<file path="config.mk">
export PLATFORM = sky130hd
export DESIGN_NAME = mat_stream_host_flat
export DESIGN_NICKNAME = d
export VERILOG_FILES = /design/src/rtl/mat_stream_host_if.sv /design/src/rtl/mat_stream_host.sv /design/src/flat_wrapper.sv
export SDC_FILE = /design/constraint.sdc
export NUM_CORES = 1
export LEC_CHECK = 0
export CAP_MARGIN = 20
export CELL_PAD_IN_SITES_DETAIL_PLACEMENT = 1
export CELL_PAD_IN_SITES_GLOBAL_PLACEMENT = 2
export CORE_ASPECT_RATIO = 0.9
export CORE_MARGIN = 8
export CORE_UTILIZATION = 40
export CTS_CLUSTER_DIAMETER = 120
export DETAILED_ROUTE_END_ITERATION = 8
export PLACE_DENSITY = 0.81
export SYNTH_ARGS = -nofsm -noshare
export SYNTH_HDL_FRONTEND = slang
export SYNTH_SLANG_ARGS = --single-unit
</file>
<file path="constraint.sdc">
create_clock -name s00_axi_aclk -period 4.54 [get_ports s00_axi_aclk]
set_input_delay 1.362 -clock s00_axi_aclk [delete_from_list [all_inputs] [get_ports s00_axi_aclk]]
set_output_delay 1.362 -clock s00_axi_aclk [all_outputs]
set_load 0.02 [all_outputs]
</file>
<file path="src/rtl/mat_stream_host_if.sv">
// AXI-Stream link shared by the operand (host -> accelerator) and result
// (accelerator -> host) streams.
interface mat_stream_host_if #(
  parameter int DATA_WIDTH = 32
);
  logic                    tvalid;
  logic                    tready;
  logic                    tlast;
  logic [DATA_WIDTH-1:0]   tdata;
  logic [DATA_WIDTH/8-1:0] tstrb;

  modport master (output tvalid, tdata, tlast, tstrb, input tready);
  modport slave  (input tvalid, tdata, tlast, tstrb, output tready);
endinterface

</file>
<file path="src/rtl/mat_stream_host.sv">
// Host-side engine: streams operand matrices A then B to the accelerator,
// pulses start, then collects the result matrix with tlast/timeout checking.
module mat_stream_host #(
  parameter int DIM_LOG    = 1,
  parameter int DIM        = 2**DIM_LOG,
  parameter int SIZE       = DIM*DIM,
  parameter int SIZE_LOG   = 2*DIM_LOG,
  parameter int DATA_WIDTH = 32,
  parameter int TIMEOUT    = 1024
) (
  input  logic                  s00_axi_aclk,
  input  logic                  s00_axi_areset,
  input  logic                  wr_en,
  input  logic                  wr_sel,
  input  logic [SIZE_LOG-1:0]   wr_addr,
  input  logic [DATA_WIDTH-1:0] wr_data,
  input  logic [SIZE_LOG-1:0]   rd_addr,
  output logic [DATA_WIDTH-1:0] rd_data,
  input  logic                  go,
  output logic                  busy,
  output logic                  done,
  output logic [1:0]            err,
  mat_stream_host_if.master     m00_axis,
  mat_stream_host_if.slave      s00_axis,
  output logic                  sel,
  output logic                  start
);
  localparam int TMR_W = (TIMEOUT > 1) ? $clog2(TIMEOUT) : 1;

  localparam logic [2:0] ST_IDLE   = 3'd0;
  localparam logic [2:0] ST_SEND_A = 3'd1;
  localparam logic [2:0] ST_SEND_B = 3'd2;
  localparam logic [2:0] ST_START  = 3'd3;
  localparam logic [2:0] ST_RECV   = 3'd4;
  localparam logic [2:0] ST_DONE   = 3'd5;

  logic [2:0]            state_q, state_d;
  logic [SIZE_LOG-1:0]   cnt_q, cnt_d;
  logic [TMR_W-1:0]      tmr_q, tmr_d;
  logic                  done_q, done_d;
  logic [1:0]            err_q, err_d;
  logic [DATA_WIDTH-1:0] rd_data_q, rd_data_d;

  logic [DATA_WIDTH-1:0] mem_a_q [SIZE];
  logic [DATA_WIDTH-1:0] mem_b_q [SIZE];
  logic [DATA_WIDTH-1:0] mem_r_q [SIZE];

  logic cnt_last, m_hs, s_hs, in_send;

  // All handshake outputs decode straight from the state register, so reset
  // forces them low on the very next cycle.
  assign in_send  = (state_q == ST_SEND_A) || (state_q == ST_SEND_B);
  assign cnt_last = (cnt_q == SIZE_LOG'(SIZE-1));

  assign m00_axis.tvalid = in_send;
  assign m00_axis.tdata  = (state_q == ST_SEND_B) ? mem_b_q[cnt_q] : mem_a_q[cnt_q];
  assign m00_axis.tlast  = in_send && cnt_last;
  assign m00_axis.tstrb  = '1;
  assign s00_axis.tready = (state_q == ST_RECV);

  assign m_hs = m00_axis.tvalid && m00_axis.tready;
  assign s_hs = s00_axis.tvalid && s00_axis.tready;

  assign sel     = (state_q == ST_SEND_B) || (state_q == ST_START) || (state_q == ST_RECV);
  assign start   = (state_q == ST_START);
  assign busy    = (state_q != ST_IDLE) && (state_q != ST_DONE);
  assign done    = done_q;
  assign err     = err_q;
  assign rd_data = rd_data_q;

  always_comb begin
    state_d   = state_q;
    cnt_d     = cnt_q;
    tmr_d     = tmr_q;
    done_d    = done_q;
    err_d     = err_q;
    rd_data_d = mem_r_q[rd_addr];
    case (state_q)
      ST_IDLE: begin
        if (go) begin
          state_d = ST_SEND_A;
          cnt_d   = '0;
          done_d  = 1'b0;
          err_d   = 2'b00;
        end
      end
      ST_SEND_A, ST_SEND_B: begin
        if (m_hs) begin
          if (cnt_last) begin
            state_d = (state_q == ST_SEND_A) ? ST_SEND_B : ST_START;
            cnt_d   = '0;
          end else begin
            cnt_d = cnt_q + SIZE_LOG'(1);
          end
        end
      end
      ST_START: begin
        state_d = ST_RECV;
        cnt_d   = '0;
        tmr_d   = '0;
      end
      ST_RECV: begin
        if (s_hs) begin
          tmr_d = '0;
          // tlast must coincide exactly with the final word; words after an
          // early tlast are still collected.
          if (s00_axis.tlast != cnt_last) err_d[0] = 1'b1;
          if (cnt_last) begin
            state_d = ST_DONE;
            done_d  = 1'b1;
            cnt_d   = '0;
          end else begin
            cnt_d = cnt_q + SIZE_LOG'(1);
          end
        end else if (tmr_q == TMR_W'(TIMEOUT-1)) begin
          err_d[1] = 1'b1;
          done_d   = 1'b1;
          state_d  = ST_DONE;
        end else begin
          tmr_d = tmr_q + TMR_W'(1);
        end
      end
      ST_DONE: state_d = ST_IDLE;
      default: state_d = ST_IDLE;
    endcase
  end

  always_ff @(posedge s00_axi_aclk) begin
    if (s00_axi_areset) begin
      state_q   <= ST_IDLE;
      cnt_q     <= '0;
      tmr_q     <= '0;
      done_q    <= 1'b0;
      err_q     <= 2'b00;
      rd_data_q <= '0;
    end else begin
      state_q   <= state_d;
      cnt_q     <= cnt_d;
      tmr_q     <= tmr_d;
      done_q    <= done_d;
      err_q     <= err_d;
      rd_data_q <= rd_data_d;
    end
  end

  // Buffers keep their contents across reset; operand writes only when idle.
  always_ff @(posedge s00_axi_aclk) begin
    if (!s00_axi_areset) begin
      if (wr_en && !busy) begin
        if (wr_sel) mem_b_q[wr_addr] <= wr_data;
        else        mem_a_q[wr_addr] <= wr_data;
      end
      if (s_hs) mem_r_q[cnt_q] <= s00_axis.tdata;
    end
  end

endmodule

</file>
<file path="src/flat_wrapper.sv">
// flat-port wrapper written by rule: the top's interface ports become plain ports
module mat_stream_host_flat 
#(
  parameter int DIM_LOG    = 1,
  parameter int DIM        = 2**DIM_LOG,
  parameter int SIZE       = DIM*DIM,
  parameter int SIZE_LOG   = 2*DIM_LOG,
  parameter int DATA_WIDTH = 32,
  parameter int TIMEOUT    = 1024
)
  (s00_axi_aclk, s00_axi_areset, wr_en, wr_sel, wr_addr, wr_data, rd_addr, rd_data, go, busy, done, err, sel, start, m00_axis_tvalid, m00_axis_tdata, m00_axis_tlast, m00_axis_tstrb, m00_axis_tready, s00_axis_tvalid, s00_axis_tdata, s00_axis_tlast, s00_axis_tstrb, s00_axis_tready);
  mat_stream_host_if #(.DATA_WIDTH(DATA_WIDTH)) m00_axis_i ();
  mat_stream_host_if #(.DATA_WIDTH(DATA_WIDTH)) s00_axis_i ();
  input  logic s00_axi_aclk;
  input  logic s00_axi_areset;
  input  logic wr_en;
  input  logic wr_sel;
  input  logic [SIZE_LOG-1:0] wr_addr;
  input  logic [DATA_WIDTH-1:0] wr_data;
  input  logic [SIZE_LOG-1:0] rd_addr;
  output logic [DATA_WIDTH-1:0] rd_data;
  input  logic go;
  output logic busy;
  output logic done;
  output logic [1:0] err;
  output logic sel;
  output logic start;
  output wire logic [$bits(m00_axis_i.tvalid)-1:0] m00_axis_tvalid;
  output wire logic [$bits(m00_axis_i.tdata)-1:0] m00_axis_tdata;
  output wire logic [$bits(m00_axis_i.tlast)-1:0] m00_axis_tlast;
  output wire logic [$bits(m00_axis_i.tstrb)-1:0] m00_axis_tstrb;
  input wire logic [$bits(m00_axis_i.tready)-1:0] m00_axis_tready;
  input wire logic [$bits(s00_axis_i.tvalid)-1:0] s00_axis_tvalid;
  input wire logic [$bits(s00_axis_i.tdata)-1:0] s00_axis_tdata;
  input wire logic [$bits(s00_axis_i.tlast)-1:0] s00_axis_tlast;
  input wire logic [$bits(s00_axis_i.tstrb)-1:0] s00_axis_tstrb;
  output wire logic [$bits(s00_axis_i.tready)-1:0] s00_axis_tready;
  assign m00_axis_tvalid = m00_axis_i.tvalid;
  assign m00_axis_tdata = m00_axis_i.tdata;
  assign m00_axis_tlast = m00_axis_i.tlast;
  assign m00_axis_tstrb = m00_axis_i.tstrb;
  assign m00_axis_i.tready = m00_axis_tready;
  assign s00_axis_i.tvalid = s00_axis_tvalid;
  assign s00_axis_i.tdata = s00_axis_tdata;
  assign s00_axis_i.tlast = s00_axis_tlast;
  assign s00_axis_i.tstrb = s00_axis_tstrb;
  assign s00_axis_tready = s00_axis_i.tready;
  mat_stream_host #(.DIM_LOG(DIM_LOG), .DIM(DIM), .SIZE(SIZE), .SIZE_LOG(SIZE_LOG), .DATA_WIDTH(DATA_WIDTH), .TIMEOUT(TIMEOUT)) u_core (.s00_axi_aclk(s00_axi_aclk), .s00_axi_areset(s00_axi_areset), .wr_en(wr_en), .wr_sel(wr_sel), .wr_addr(wr_addr), .wr_data(wr_data), .rd_addr(rd_addr), .rd_data(rd_data), .go(go), .busy(busy), .done(done), .err(err), .m00_axis(m00_axis_i), .s00_axis(s00_axis_i), .sel(sel), .start(start));
endmodule
</file>
==> impl_results.md <==
* Status: completed
* DRT Pass-1 Iters at 4
* Worst Tran Pin Value at between 600 and 700 ps
* Minimum period implied by the final worst setup slack at 4310 ps
* # IOs at roughly 160
* Post-synth top area share at 0.709
* Starting Density at 0.403
* Routed WL per cell at between 20 and 25 um
* Initial DRC count at 435
* Site Rows at 70
* CTS sink count at about 440
* CTS tree: done
* RSZ-0062 raised after global routing: no
* Fin util at 0.493
* Largest cells by area after synthesis: edfxtp_1, mux4_2, dfxtp_1
* Synth cell types at 44
* Number of cells produced by synthesis at 762
* Seq cells post-synth at 436
* Skew-Pair Late Insertion Delay at between 500 and 600 ps
* Clk_skew at around 14 ps
* Worst VDD drop at 0.311 mV
* CP endpoint kind: output port
* PD cells at between 400 and 500 nW/um^2
* Max Root-Sink Buffers at 3
* Cell taking the most area after synthesis: edfxtp_1
* Gr ovfl total at 0
* Clock H-tree levels at 2
* Number of global-route vias before repair at 8597
* Nets at 1026
* Period Utilization, post-route at 0.949
* First-pass GRT wire length at 52300 um
* Post-DP HPWL at between 15000 and 20000 um
* Crit path kind: flop to output port
* Worst endpoint data arrival time at between 2000 and 3000 ps
* Slew Viols, Final at 0
* Seq/Total Area, Yosys at 0.773
* Core footprint at 40400 sq um
* Antenna violation net count after detailed routing at 0
* Crit path launch type: flop
* Initial antenna violation count at 9
* Die Wd at 229 um
* Final wirelength at approximately 34000 um
* Fill cells at 3650
* DR vias at between 7000 and 8000
* Largest net degree at the start of global routing at 65
* GRT Overall Usage at 0.143
* Share of cells above drive strength 1 at 0.233
* Area Growth Syn to Fin at 22.3%
* MaxCap Viol Count at 0
* Mapped cell area at approximately 16000 sq um
* Vias per Instance at 5.15
* CTS-repair resized insts at 0
* Post-synth top cells: edfxtp_1, mux4_2, dfxtp_1
* Endpoints failing hold at 0
* CTS Root Cell: clkbuf_16
* Final Setup Violations at 0
* Total die area at 47400 sq um
* Setup TNS Final at 0 ps
* Hold Crit Class: flop to flop
* FFs w/ async S/R, synth at 0
* Synth Area per Inst at between 20 and 25 sq um
* Die height at 207 um
* Most used DFF post-synth: edfxtp_1
* IO Port Bufs at 148
* Critical Path Fanout Max at 32
* Residual DRC at 0
* Leak at 6.25 nW
* Cts bufs inserted at 44
* Most common cell in the netlist: edfxtp_1
* Number of synthesized flops with an enable pin at ~380
* Slew HR at 0.555
* Post-CTS Setup Inserts at 0
* Worst EP required at 3180 ps
* Clock-pin slew on the worst setup and hold paths at 60 ps
* Fmax at 232 MHz
* # hold bufs at CTS at 0
* GP Congestion at 0.685
* Yosys warning count at 0
==> final timing paths <==
| kind | slack [ps] | startpoint | end | cells after the start |
|---|---|---|---|---|
| worst max-delay path | 230 | u_core.state_q[1] | m00_axis_tdata[11] | 5 |
| worst min-delay path | 480 | u_core.tmr_q[9] | u_core.tmr_q[9] | 2 |
| worst max register to register | 2030 | u_core.state_q[0] | u_core.mem_a_q[0][25] | 5 |
| worst min register to register | 480 | u_core.tmr_q[9] | u_core.tmr_q[9] | 2 |
==> cells by family (layout without fill, tap and decap cells) <==
group,after synthesis,in the layout,share of synthesized area
flops,436,436,0.773
simple gates,105,105,0.0384
mux,128,128,0.155
fa+ha+maj,5,5,0.00384
xor+xnor,3,3,0.00162
buf+inv,46,257,0.0135
other cells,1,7,0.000230
compound gates,38,38,0.0146
==> final cells by class <==
class | instances | area [sq um] | area share
Multi-Input combinational cell | 283 | 3550 | 0.179
Clock buffer | 60 | 1200 | 0.0605
Tap cell | 540 | 676 | 0.0340
Timing Repair Buffer | 170 | 1670 | 0.0838
Sequential cell | 436 | 12600 | 0.632
Antenna cell | 3 | 7.51 | 0.000377
Clock inverter | 21 | 189 | 0.00949
Inverter | 6 | 27.5 | 0.00138
==> report_power, final <==
part           switching (W)  internal (W)
Sequential         0.0000216       0.00440
Combinational       0.000225      0.000237
Clock                0.00146       0.00203
==> per-layer routing <==
metal	vias up	part of all wire	global-route usage
li1	3490	-	-
met5	-	0.0022	0
met1	4071	0.42	0.179
met3	58	0.056	0.0415
met2	186	0.50	0.239
met4	12	0.023	0.0447
==> per-stage QoR <==
stage                     std cells  total power, W  worst slack, ps  hold WS (ps)  cell area, sq um
after CTS                      1516         0.00850              157           487             19900
final                          1519         0.00838              229           481             19900
after floorplan                 765         0.00474              168           449             16300
after global placement         1435         0.00497              808           466             18500
after global routing           1518         0.00865             66.4           509             19900
after detailed placement       1435         0.00498              772           475             18500
==> sequential cells by signal, indices dropped and copies added (netlist names), named ones only <==
signal          flops
u_core.rd_data     32
u_core.done         1
u_core.err          2
u_core.tmr_q       10
u_core.mem_a_q    128
u_core.mem_b_q    128
u_core.cnt_q        2
u_core.mem_r_q    128
u_core.state_q      3
==> critical path: stages, from the launching register on <==
cell and delay (ps):
dfxtp_1 610, nand2b_1 210, nor2_4 110, buf_4 450
mux2_2 430, clkdlybuf4s50_1 550
==> layout by cell type (no fill, tap or decap), types with 2 or more instances in the layout <==
cell type | synthesis | routed
a21oi_1 | 14 | 14
edfxtp_1 | 384 | 384
nor2_4 | 1 | 8
buf_12 | 0 | 2
diode_2 | 0 | 3
bufinv_16 | 0 | 3
mux4_2 | 96 | 96
nand2b_1 | 5 | 5
nand4_1 | 3 | 3
inv_1 | 4 | 4
clkdlybuf4s50_1 | 0 | 147
inv_6 | 1 | 2
nand3b_1 | 2 | 2
nor3_1 | 7 | 5
dfxtp_1 | 52 | 50
a31oi_1 | 2 | 2
nand3_1 | 5 | 5
mux2_2 | 32 | 32
nor3_2 | 0 | 2
nor2_1 | 11 | 4
o21ai_0 | 7 | 7
nand2_1 | 12 | 12
xnor2_1 | 3 | 3
clkinv_2 | 0 | 7
ha_1 | 5 | 5
clkinv_1 | 0 | 8
clkbuf_1 | 24 | 14
nor2b_1 | 2 | 2
clkbuf_16 | 0 | 46
buf_4 | 4 | 20
o31ai_1 | 8 | 8
o41ai_1 | 2 | 2
or4_1 | 8 | 8
conb_1 | 1 | 4
and3_1 | 6 | 6
and2_1 | 35 | 35
No activity file was read; power rests on OpenSTA's default activity.
